<file path="src/rtl/mux_ndff_tx.sv">
// Source-side launcher for a mux/N-flop synchronizer: registers a word and an enable level toward the crossing.
// Latency: data_tx/en_tx update on the accept edge; fixed mode completes in EN_HOLD+GAP+1 cycles, ack mode on ack_s fall.
// Backpressure: in_ready is high only in IDLE; in_valid is ignored while a transfer is in flight.
//
// Ports:
//   clk, rstn          source clock, async active-low reset
//   in_data/in_valid   word offered by the source domain; in_ready = IDLE
//   ack_async          receiver acknowledge level (used only when USE_ACK != 0)
//   data_tx, en_tx     flop-driven data bus and enable level to the crossing
//   busy, done         not-IDLE flag, one-cycle completion pulse (first IDLE cycle)
module mux_ndff_tx #(
  parameter int WIDTH       = 8,
  parameter int USE_ACK     = 0,
  parameter int EN_HOLD     = 3,
  parameter int GAP         = 2,
  parameter int SYNC_STAGES = 2
) (
  input  logic             clk,
  input  logic             rstn,
  input  logic [WIDTH-1:0] in_data,
  input  logic             in_valid,
  output logic             in_ready,
  input  logic             ack_async,
  output logic [WIDTH-1:0] data_tx,
  output logic             en_tx,
  output logic             busy,
  output logic             done
);

  localparam int CNT_MAX = (EN_HOLD > GAP) ? EN_HOLD : GAP;
  localparam int CW      = $clog2(CNT_MAX + 1);
  localparam logic [CW-1:0] HOLD_LD = CW'(EN_HOLD - 1);
  // GAP=0 skips the GAP state entirely, so its load value is irrelevant there.
  localparam logic [CW-1:0] GAP_LD  = CW'((GAP > 0) ? (GAP - 1) : 0);

  typedef enum logic [2:0] {
    S_IDLE,
    S_HOLD,
    S_GAP,
    S_REQ,
    S_DROP
  } state_t;

  state_t                 r_state, w_state_nxt;
  logic [CW-1:0]          r_cnt, w_cnt_nxt;
  logic [WIDTH-1:0]       r_data, w_data_nxt;
  logic                   r_en, w_en_nxt;
  logic                   r_done, w_done_nxt;
  logic [SYNC_STAGES-1:0] r_ack_sync;
  logic                   w_ack_s;
  logic                   w_accept;

  // Acknowledge synchronizer; bit 0 is the first stage.
  always_ff @(posedge clk or negedge rstn) begin
    if (!rstn) begin
      r_ack_sync <= '0;
    end else begin
      r_ack_sync <= {r_ack_sync[SYNC_STAGES-2:0], ack_async};
    end
  end

  assign w_ack_s  = r_ack_sync[SYNC_STAGES-1];
  assign w_accept = in_valid && (r_state == S_IDLE);

  always_ff @(posedge clk or negedge rstn) begin
    if (!rstn) begin
      r_state <= S_IDLE;
      r_cnt   <= '0;
      r_data  <= '0;
      r_en    <= 1'b0;
      r_done  <= 1'b0;
    end else begin
      r_state <= w_state_nxt;
      r_cnt   <= w_cnt_nxt;
      r_data  <= w_data_nxt;
      r_en    <= w_en_nxt;
      r_done  <= w_done_nxt;
    end
  end

  always_comb begin
    w_state_nxt = r_state;
    w_cnt_nxt   = r_cnt;
    w_data_nxt  = r_data;
    w_en_nxt    = r_en;
    w_done_nxt  = 1'b0;
    case (r_state)
      S_IDLE: begin
        // Data only ever loads here, so it is stable whenever en_tx is high.
        if (w_accept) begin
          w_data_nxt  = in_data;
          w_en_nxt    = 1'b1;
          w_cnt_nxt   = HOLD_LD;
          w_state_nxt = (USE_ACK != 0) ? S_REQ : S_HOLD;
        end
      end
      S_HOLD: begin
        if (r_cnt == '0) begin
          w_en_nxt = 1'b0;
          if (GAP > 0) begin
            w_state_nxt = S_GAP;
            w_cnt_nxt   = GAP_LD;
          end else begin
            w_state_nxt = S_IDLE;
            w_done_nxt  = 1'b1;
          end
        end else begin
          w_cnt_nxt = r_cnt - 1'b1;
        end
      end
      S_GAP: begin
        if (r_cnt == '0) begin
          w_state_nxt = S_IDLE;
          w_done_nxt  = 1'b1;
        end else begin
          w_cnt_nxt = r_cnt - 1'b1;
        end
      end
      S_REQ: begin
        if (w_ack_s) begin
          w_en_nxt    = 1'b0;
          w_state_nxt = S_DROP;
        end
      end
      S_DROP: begin
        if (!w_ack_s) begin
          w_state_nxt = S_IDLE;
          w_done_nxt  = 1'b1;
        end
      end
      default: begin
        w_state_nxt = S_IDLE;
        w_en_nxt    = 1'b0;
      end
    endcase
  end

  assign in_ready = (r_state == S_IDLE);
  assign busy     = (r_state != S_IDLE);
  assign data_tx  = r_data;
  assign en_tx    = r_en;
  assign done     = r_done;

endmodule

</file>
<file path="config.mk">
export PLATFORM = sky130hd
export DESIGN_NAME = mux_ndff_tx
export DESIGN_NICKNAME = d
export VERILOG_FILES = /design/src/rtl/mux_ndff_tx.sv
export SDC_FILE = /design/constraint.sdc
export NUM_CORES = 1
export LEC_CHECK = 0
export ABC_CLOCK_PERIOD_IN_PS = 2200
export BUFFER_PORTS_ARGS = -buffer_cell sky130_fd_sc_hd__buf_4
export CAP_MARGIN = 20
export CORE_ASPECT_RATIO = 1.1
export CORE_MARGIN = 2
export CORE_UTILIZATION = 49
export DETAILED_ROUTE_END_ITERATION = 8
export GPL_TIMING_DRIVEN = 0
export PLACE_DENSITY = 0.76
export RECOVER_POWER = 50
export SYNTH_ARGS = -nofsm -noshare
export SYNTH_HDL_FRONTEND = slang
export SYNTH_SLANG_ARGS = --single-unit
</file>
<file path="constraint.sdc">
create_clock -name clk -period 2.2 [get_ports clk]
set_clock_uncertainty 0.05 [all_clocks]
set_input_delay 0.11 -clock clk [delete_from_list [all_inputs] [get_ports clk]]
set_output_delay 0.11 -clock clk [all_outputs]
set_load 0.05 [all_outputs]
</file>
[After elaboration in Yosys (flattened, before gate mapping)]
Index checks and enable logic that the tools add are counted.
Operators by class
  bitwise gates (word level): 1
  add/sub/neg operators: 1
  equality and inequality tests: 10
  reductions and logical operators: 10
  mux-type cells: 17
Operators with widths (number)
  $mux 3: 5
  $pmux 3 s5: 1
  $ne 2x2->1 const B: 5
  $eq 3x2->1 const B: 2
  $mux 2: 3
  $pmux 2 s3: 1
  $reduce_bool 3->1: 2
  $mux 1: 5
  $reduce_and 5->1: 1
  $pmux 1 s4: 1
  $reduce_and 4->1: 1
  $eq 3x1->1 const B: 1
  $eq 3x3->1 const B: 1
  $logic_not 3->1: 1
  $reduce_and 3->1: 1
  $logic_not 2->1: 1
  $ne 2x1->1 const B: 1
  $pmux 1 s2: 1
  $reduce_and 2->1: 1
  $reduce_or 2->1: 1
  $sub 2x1->2 const B: 1
  $logic_and 1x1->1: 1
  $not 1->1: 1
Word-level totals
  word-level logic and storage cells: 45
  output and inout bits: 12
  flip-flop bits (word level): 17

[Longest topological paths before layout]
Gate-level depths: netlist of the first run.
  depth in word-level cells: 4
  depth in mapped cells: 6
  depth with buffers taken out: 5

[Least setup slack after synthesis of the first run]
OpenSTA, ideal clock, no wires.
  path kind: reg2reg
  from: reg r_state[1]
  to: reg r_data[0] (netlist: data_tx[0])
  period minus slack after synthesis: 1.903 ns
  library setup time: 0.125 ns
  required time: 2.025 ns
  slack: 0.297 ns
  cell stages (with the launch flop): 6
  arrival: 1.728 ns
  cells stage by stage: dfrtp_1 or3_4 inv_2 and2_4 buf_12 mux2_4
On the way
  word-level cells in the longest chain between the ends: 3
RTL lines
  from (decl): RTL line 44  | state_t r_state, w_state_nxt;
  from (signal assigned): RTL line 73  | r_state <= w_state_nxt;
  $logic_not 3->1 *
  named net in_ready: RTL line 22  | output logic in_ready,
  $logic_and 1x1->1: RTL line 63  | assign w_accept = in_valid && (r_state == S_IDLE);
  $reduce_and 2->1 (no line) *
  to (signal assigned): RTL line 75  | r_data <= w_data_nxt;
  to (decl): RTL line 46  | logic [WIDTH-1:0] r_data, w_data_nxt;
The timed path passes the listed nets; every way through them passes the cells marked *.
A chain may end at the register's enable or synchronous reset.

[Final worst setup path of the first run]
  from: reg r_cnt[0]
  to: reg r_cnt[0]
On the way
  word-level cells in the longest chain between the ends: 3
RTL lines
  from (decl): RTL line 45  | logic [CW-1:0] r_cnt, w_cnt_nxt;
  from (signal assigned): RTL line 74  | r_cnt <= w_cnt_nxt;
  $sub 2x1->2 or $logic_not 2->1 (tied branches)
  $mux 2, or another cell as far along: RTL line 112  | if (r_cnt == '0) begin
  $pmux 2 s3 or $reduce_and 3->1 (tied branches)
Parallel ways exist; a longest one is shown, timed or not. The select of a mux whose other input is x is not followed.

==> results.py, run 1 <==
metrics = {
    "outcome": {
        "outcome": "complete, no violations",
    },
    "setup_path": {
        "reg2reg_from": "r_cnt[0]",
        "path_buf_inv": 2,
        "startpoint_type": "flip-flop",
        "cpLargestDelayFamily": "simple AND/OR/NAND/NOR gates",
        "crit_type": "flip-flop to flip-flop",
        "path_max_fanout": 8,
        "slowest_stage": "or3b_1",
        "ff2ff_path_depth": 6,
        "critPathRequiredTime_ns": 2.35,
        "max_stage_delay_ns": 0.40,
        "rr_endpoint": "r_cnt[0]",
        "arrival_ns": 1.84,
        "crit_chain": "inv_1 -> ha_1 -> clkbuf_1 -> or3b_1 -> a211o_1 -> o21ai_1",
        "end_kind": "flip-flop",
        "reg2reg_slack_ns": 0.51,
    },
    "timing": {
        "rsz0062_at_grt": "false",
        "hold_violations": 0,
        "slew_violations": 0,
        "min_period_over_period_pct": 76.7,
        "relSlewSlack_pct": 42.6,
        "clock.fmax_ghz": 0.592,
        "tightest_slew_ns": 0.861,
        "tns_ns": 0,
        "period_needed_ns": 1.69,
        "fin_ws_ns": 0.512,
        "setup_viol": 0,
    },
    "floorplan": {
        "row_count": 15,
        "start_util_pct": 52.9,
        "die-area_sq_um": 2050,
        "dieWidth_um": 43.3,
        "coreArea_sq_um": 1580,
        "ioPinCount": 24,
        "dieHeight_um": 47.3,
    },
    "grt": {
        "track_usage_pct": 19.5,
        "grt_pass1_wl_um": 2730,
        "grt_max_degree": 18,
        "grt-ovfl-total": 0,
        "antenna_found_initial": 0,
        "grt_pass1_vias": 602,
    },
    "detailed_routing": {
        "ant_nets": 0,
        "wl_per_cell_um": 13.6,
        "drc": 0,
        "postRouteWirelength_um": 1650,
        "via_count": 655,
        "first_pass_iters": 4,
        "first_iter_violations": 6,
        "post_drt_via_cell_ratio": 5.41,
    },
    "logic_synthesis": {
        "synth_area_leaders": "dfrtp_1 (51%), mux2_4 (14%), ha_1 (3.0%), buf_12 (2.4%), nand2b_1 (2.3%)",
        "synth-seq-cells": 17,
        "yosys.area.top_type_share_pct": 51.1,
        "synth_common_cells": "dfrtp_1 (17), mux2_4 (8)",
        "yosysTopAreaCell": "dfrtp_1",
        "synth_flop_cell": "dfrtp_1",
        "synthArstFlopShare_pct": 100,
        "synth_edf_count": 0,
        "yosysSeqAreaShare_pct": 51.1,
        "syn_nets": 81,
        "synth.most_common_cell": "dfrtp_1",
        "syn_inst": 67,
        "yosys.cell_types.count": 29,
        "synth_area_sq_um": 833,
        "synth_warnings": 0,
        "synth_area_per_cell_sq_um": 12.4,
    },
    "finish": {
        "fin_cells": 121,
        "regArea_sq_um": 425,
        "drive_gt1_share_pct": 33.7,
        "fillers": 118,
        "nNetsFinal": 119,
        "antenna-diode-count": 0,
        "multiInputGateArea_sq_um": 360,
        "area_growth_pct": 36.2,
        "fin_util_pct": 72.0,
    },
    "clock_tree": {
        "worstSkewPairLatency_ns": 0.29,
        "clock_sinks": 17,
        "clk_path_buf_depth": 2,
        "clkTransAtPathRegs_ns": 0.08,
        "htreeDepth": 1,
        "clockRootBuffer": "clkbuf_4",
        "cts_made_buffers": 3,
        "post_cts_resize_count": 0,
        "tritoncts": "done",
    },
    "pwr": {
        "power_frac_comb_pct": 62.4,
        "power.leakage_nw": 0.541,
        "switching_share_pct": 46.9,
        "p_int_mw": 0.984,
        "peakVddDrop_v": 0.000889,
        "power_mw": 1.85,
        "seq_power_share_pct": 29.1,
        "powerDensity_nw_per_um2": 1630,
        "pwr-share-clk_pct": 8.5,
        "switchingPower_mw": 0.868,
    },
    "placement": {
        "dp_cells": 107,
        "dp_slack_ns": 0.536,
        "io_buffer_count": 23,
        "gp_congestion": 0.709,
    },
    "min_path": {
        "min_from": "in_valid",
        "min_to": "r_cnt[0]",
        "hp-class": "input port to flip-flop",
        "worstHoldPathCells": 3,
    },
    "job": {
        "drv_cap": 0,
    },
}
-- power by group through the flow --
stage                     logic (mW)  clock network [mW]  registers (mW)
after global placement          1.16                   0           0.539
after global routing            1.24               0.180           0.557
after detailed placement        1.17                   0           0.545
after CTS                       1.19               0.166           0.542
after floorplan                0.583                   0           0.843
final                           1.15               0.157           0.540
-- stage by stage --
step	hold slack [ns]	instance area (sq um)
final	0.121	1130
after global routing	0.125	1130
after CTS	0.00305	1130
after detailed placement	-0.0682	1030
after global placement	-0.0688	1030
after floorplan	-0.236	833
-- state kept, by name (all words and copies together), names as in the netlist --
register    flops
r_cnt           2
r_state         3
data_tx         8
r_ack_sync      2
done            1
en_tx           1
-- layout make-up --
type                    count  area share [%]
plain buffers               4            2.87
clock buffers               4            2.32
inverters                   4            1.32
multi-input cells          42            31.8
flip-flops and latches     17            37.5
well taps                  17            1.87
repair buffers             33            22.4
-- metal layers --
layer	routed length (um)	part of all wire [%]	global-route usage [%]
met5	0	0	0
met4	41	2.5	10.9
met3	84	5.1	7.69
met2	876	53	30.7
met1	647	39	23.3
-- how the worst max path moves through the flow --
stage,start,to,slack (ns),cells past startpoint
2_1_floorplan,r_state[1],data_tx[0],0.30,5
3_3_place_gp,r_cnt[0],r_cnt[0],0.57,6
3_5_place_dp,r_cnt[0],r_cnt[0],0.54,6
4_1_cts,r_cnt[0],r_cnt[0],0.51,6
5_1_grt,r_cnt[0],r_cnt[0],0.38,6
6_report,r_cnt[0],r_cnt[0],0.51,6
-- what timing repair did --
action                    CTS  global route
hold endpoints to repair   24             2
hold buffers                8             2
setup buffers               0             0
-- layout by cell type (no fill, tap or decap), types with 2 or more instances in the layout --
cell	instances
a21oi_1	3
and3_1	2
buf_4	17
clkbuf_1	8
clkbuf_4	4
dfrtp_1	17
dlygate4sd3_1	10
ha_1	2
inv_1	3
mux2_4	8
nand2_1	3
nand2b_1	3
nor2_1	2
o21a_1	2
o21ai_1	2
o21bai_1	2
-- tightest hold or removal path, stage by stage --
cell and delay, ns:
buf_4 0.10, o311a_1 0.14, o21ai_1 0.06
-- cell families (layout without fill, tap and decap cells) --
logic type	after synthesis	in the layout	synth area share, %
AOI/OAI and AO/OA	15	15	12.9
and+or+nand+nor	16	16	11.6
DFF	17	17	51.1
muxes	9	9	15.8
adders and majority gates	2	2	3.00
buffers and inverters	8	45	5.71
(Power assumes the default switching activity.)
==> run 2: changes to the inputs <==
--- a/config.mk
+++ b/config.mk
@@ -5,15 +5,15 @@
 export SDC_FILE = /design/constraint.sdc
 export NUM_CORES = 1
 export LEC_CHECK = 0
-export ABC_CLOCK_PERIOD_IN_PS = 2200
+export ABC_CLOCK_PERIOD_IN_PS = 1400
 export BUFFER_PORTS_ARGS = -buffer_cell sky130_fd_sc_hd__buf_4
 export CAP_MARGIN = 20
 export CORE_ASPECT_RATIO = 1.1
 export CORE_MARGIN = 2
-export CORE_UTILIZATION = 49
+export CORE_UTILIZATION = 44
 export DETAILED_ROUTE_END_ITERATION = 8
 export GPL_TIMING_DRIVEN = 0
-export PLACE_DENSITY = 0.76
+export PLACE_DENSITY = 0.72
 export RECOVER_POWER = 50
 export SYNTH_ARGS = -nofsm -noshare
 export SYNTH_HDL_FRONTEND = slang
==> constraint.sdc (replaced) <==
create_clock -name clk -period 1.4 [get_ports clk]
set_clock_uncertainty 0.05 [all_clocks]
set_input_delay 0.07 -clock clk [delete_from_list [all_inputs] [get_ports clk]]
set_output_delay 0.07 -clock clk [all_outputs]
set_load 0.05 [all_outputs]
==> results.py, run 2 (synthesis results as in run 1) <==
metrics = {
    "setup_path": {
        "reg2reg_slack_ns": -0.24,
        "max_stage_delay_ns": 0.44,
        "startpoint_type": "flip-flop",
        "crit_type": "flip-flop to flip-flop",
        "arrival_ns": 1.77,
        "path_max_fanout": 9,
        "crit_chain": "or3_4 -> inv_8 -> and2_4 -> buf_12 -> mux2_4",
        "crit_start": "r_state[1]",
        "end_kind": "flip-flop",
        "critPathRequiredTime_ns": 1.53,
        "reg2reg_from": "r_state[1]",
        "slowest_stage": "dfrtp_2",
    },
    "detailed_routing": {
        "post_drt_via_cell_ratio": 5.12,
        "postRouteWirelength_um": 1730,
        "ant_nets": 0,
        "via_count": 671,
        "wl_per_cell_um": 13.2,
        "first_pass_iters": 4,
        "drc": 0,
        "first_iter_violations": 7,
    },
    "clock_tree": {
        "clk_path_buf_depth": 2,
        "tritoncts": "done",
        "cts_made_buffers": 3,
        "clockRootBuffer": "clkbuf_4",
        "htreeDepth": 1,
        "clock_sinks": 17,
        "worstSkewPairLatency_ns": 0.29,
        "clkTransAtPathRegs_ns": 0.10,
    },
    "floorplan": {
        "dieHeight_um": 49.6,
        "start_util_pct": 46.8,
        "ioPinCount": 24,
        "coreArea_sq_um": 1780,
        "die-area_sq_um": 2260,
        "dieWidth_um": 45.5,
        "row_count": 16,
    },
    "timing": {
        "tightest_slew_ns": 0.895,
        "min_period_over_period_pct": 117,
        "whs_ns": 0.0822,
        "hold_violations": 0,
        "period_needed_ns": 1.64,
        "setup_viol": 13,
        "relSlewSlack_pct": 40.3,
        "rsz0062_at_grt": "true",
        "slew_violations": 0,
        "fin_ws_ns": -0.236,
        "clock.fmax_ghz": 0.611,
        "tns_ns": -2.38,
    },
    "pwr": {
        "peakVddDrop_v": 0.00132,
        "power_mw": 3.31,
        "power.leakage_nw": 0.615,
        "powerDensity_nw_per_um2": 2610,
    },
    "finish": {
        "area_growth_pct": 52.3,
        "finalInstanceArea_sq_um": 1270,
        "largest_register_ffs": 8,
        "layout.cells.most_common": "buf_4",
        "fillers": 133,
        "layout_common_cells": "buf_4 (30), dfrtp_1 (15), dlygate4sd3_1 (10), mux2_4 (8)",
        "antenna-diode-count": 0,
        "nNetsFinal": 128,
        "drive_gt1_share_pct": 50.4,
        "fin_cells": 131,
    },
    "min_path": {
        "min_from": "in_valid",
        "hp-class": "input port to flip-flop",
    },
    "job": {
        "drv_cap": 0,
    },
    "grt": {
        "track_usage_pct": 17.1,
        "grt_pass1_wl_um": 2810,
        "antenna_found_initial": 0,
        "grt-ovfl-total": 0,
        "grt_pass1_vias": 644,
        "grt_max_degree": 18,
    },
    "placement": {
        "io_buffer_count": 23,
        "dp_cells": 108,
        "gp_congestion": 0.758,
        "placed_cell_area_sq_um": 1050,
    },
    "outcome": {
        "violations": "setup timing",
        "outcome": "finished with violations",
    },
}
## run 2: routing by layer
metal / up-vias / global-route usage (%) / routed length, um
met5: - / 0 / 0
met4: 0 / 7.35 / 25
met3: 4 / 2.20 / 54
met2: 15 / 29.1 / 922
met1: 321 / 20.6 / 730
li1: 331 / - / -
## run 2: worst paths after layout
check | to | depth (start not counted)
max | data_tx[2] | 5
min | r_cnt[0] | 3
max reg2reg | data_tx[2] | 5
min reg2reg | r_ack_sync[1] | 0
max in group asynchronous | r_state[2] | 2
min in group asynchronous | r_state[0] | 2
## run 2: timing repair
item | 4_1_cts | 5_1_grt
pin swaps | 1 | 0
setup buffers | 4 | 6
endpoints found under the hold margin | 26 | 0
endpoints found under the setup margin | 14 | 14
hold buffers | 10 | 0
resized for setup | 5 | 6
## run 2: where the power goes
group          switching (mW)  total [mW]  leakage [nW]  internal, mW
clock network           0.151       0.257        0.0177         0.106
logic                    1.20        2.23         0.396          1.03
registers               0.122       0.822         0.201         0.701
## run 2: area by class of cell
| type | instances | area, sq um | share of cell area, % |
|---|---|---|---|
| clock inverter | 1 | 5.00 | 0.394 |
| timing repair buffer | 43 | 355 | 28.0 |
| multi-input combinational | 42 | 383 | 30.2 |
| tap | 18 | 22.5 | 1.78 |
| inverter | 4 | 22.5 | 1.78 |
| buffer | 3 | 30.0 | 2.37 |
| sequential | 17 | 428 | 33.7 |
| clock buffer | 3 | 22.5 | 1.78 |
## run 2: stage by stage
step / setup slack [ns] / util, %
final: -0.236 / 71.2
after global routing: -0.269 / 71.2
after CTS: -0.249 / 67.6
after detailed placement: -0.269 / 58.8
after global placement: -0.265 / 58.8
after floorplan: -0.385 / -
## run 2: critical path, delay by kind of cell, from the launching register on
| kind | cells | cell delay, ns |
|---|---|---|
| simple gates | 2 | 0.54 |
| flops | 1 | 0.44 |
| mux | 1 | 0.30 |
| buf+inv | 2 | 0.19 |
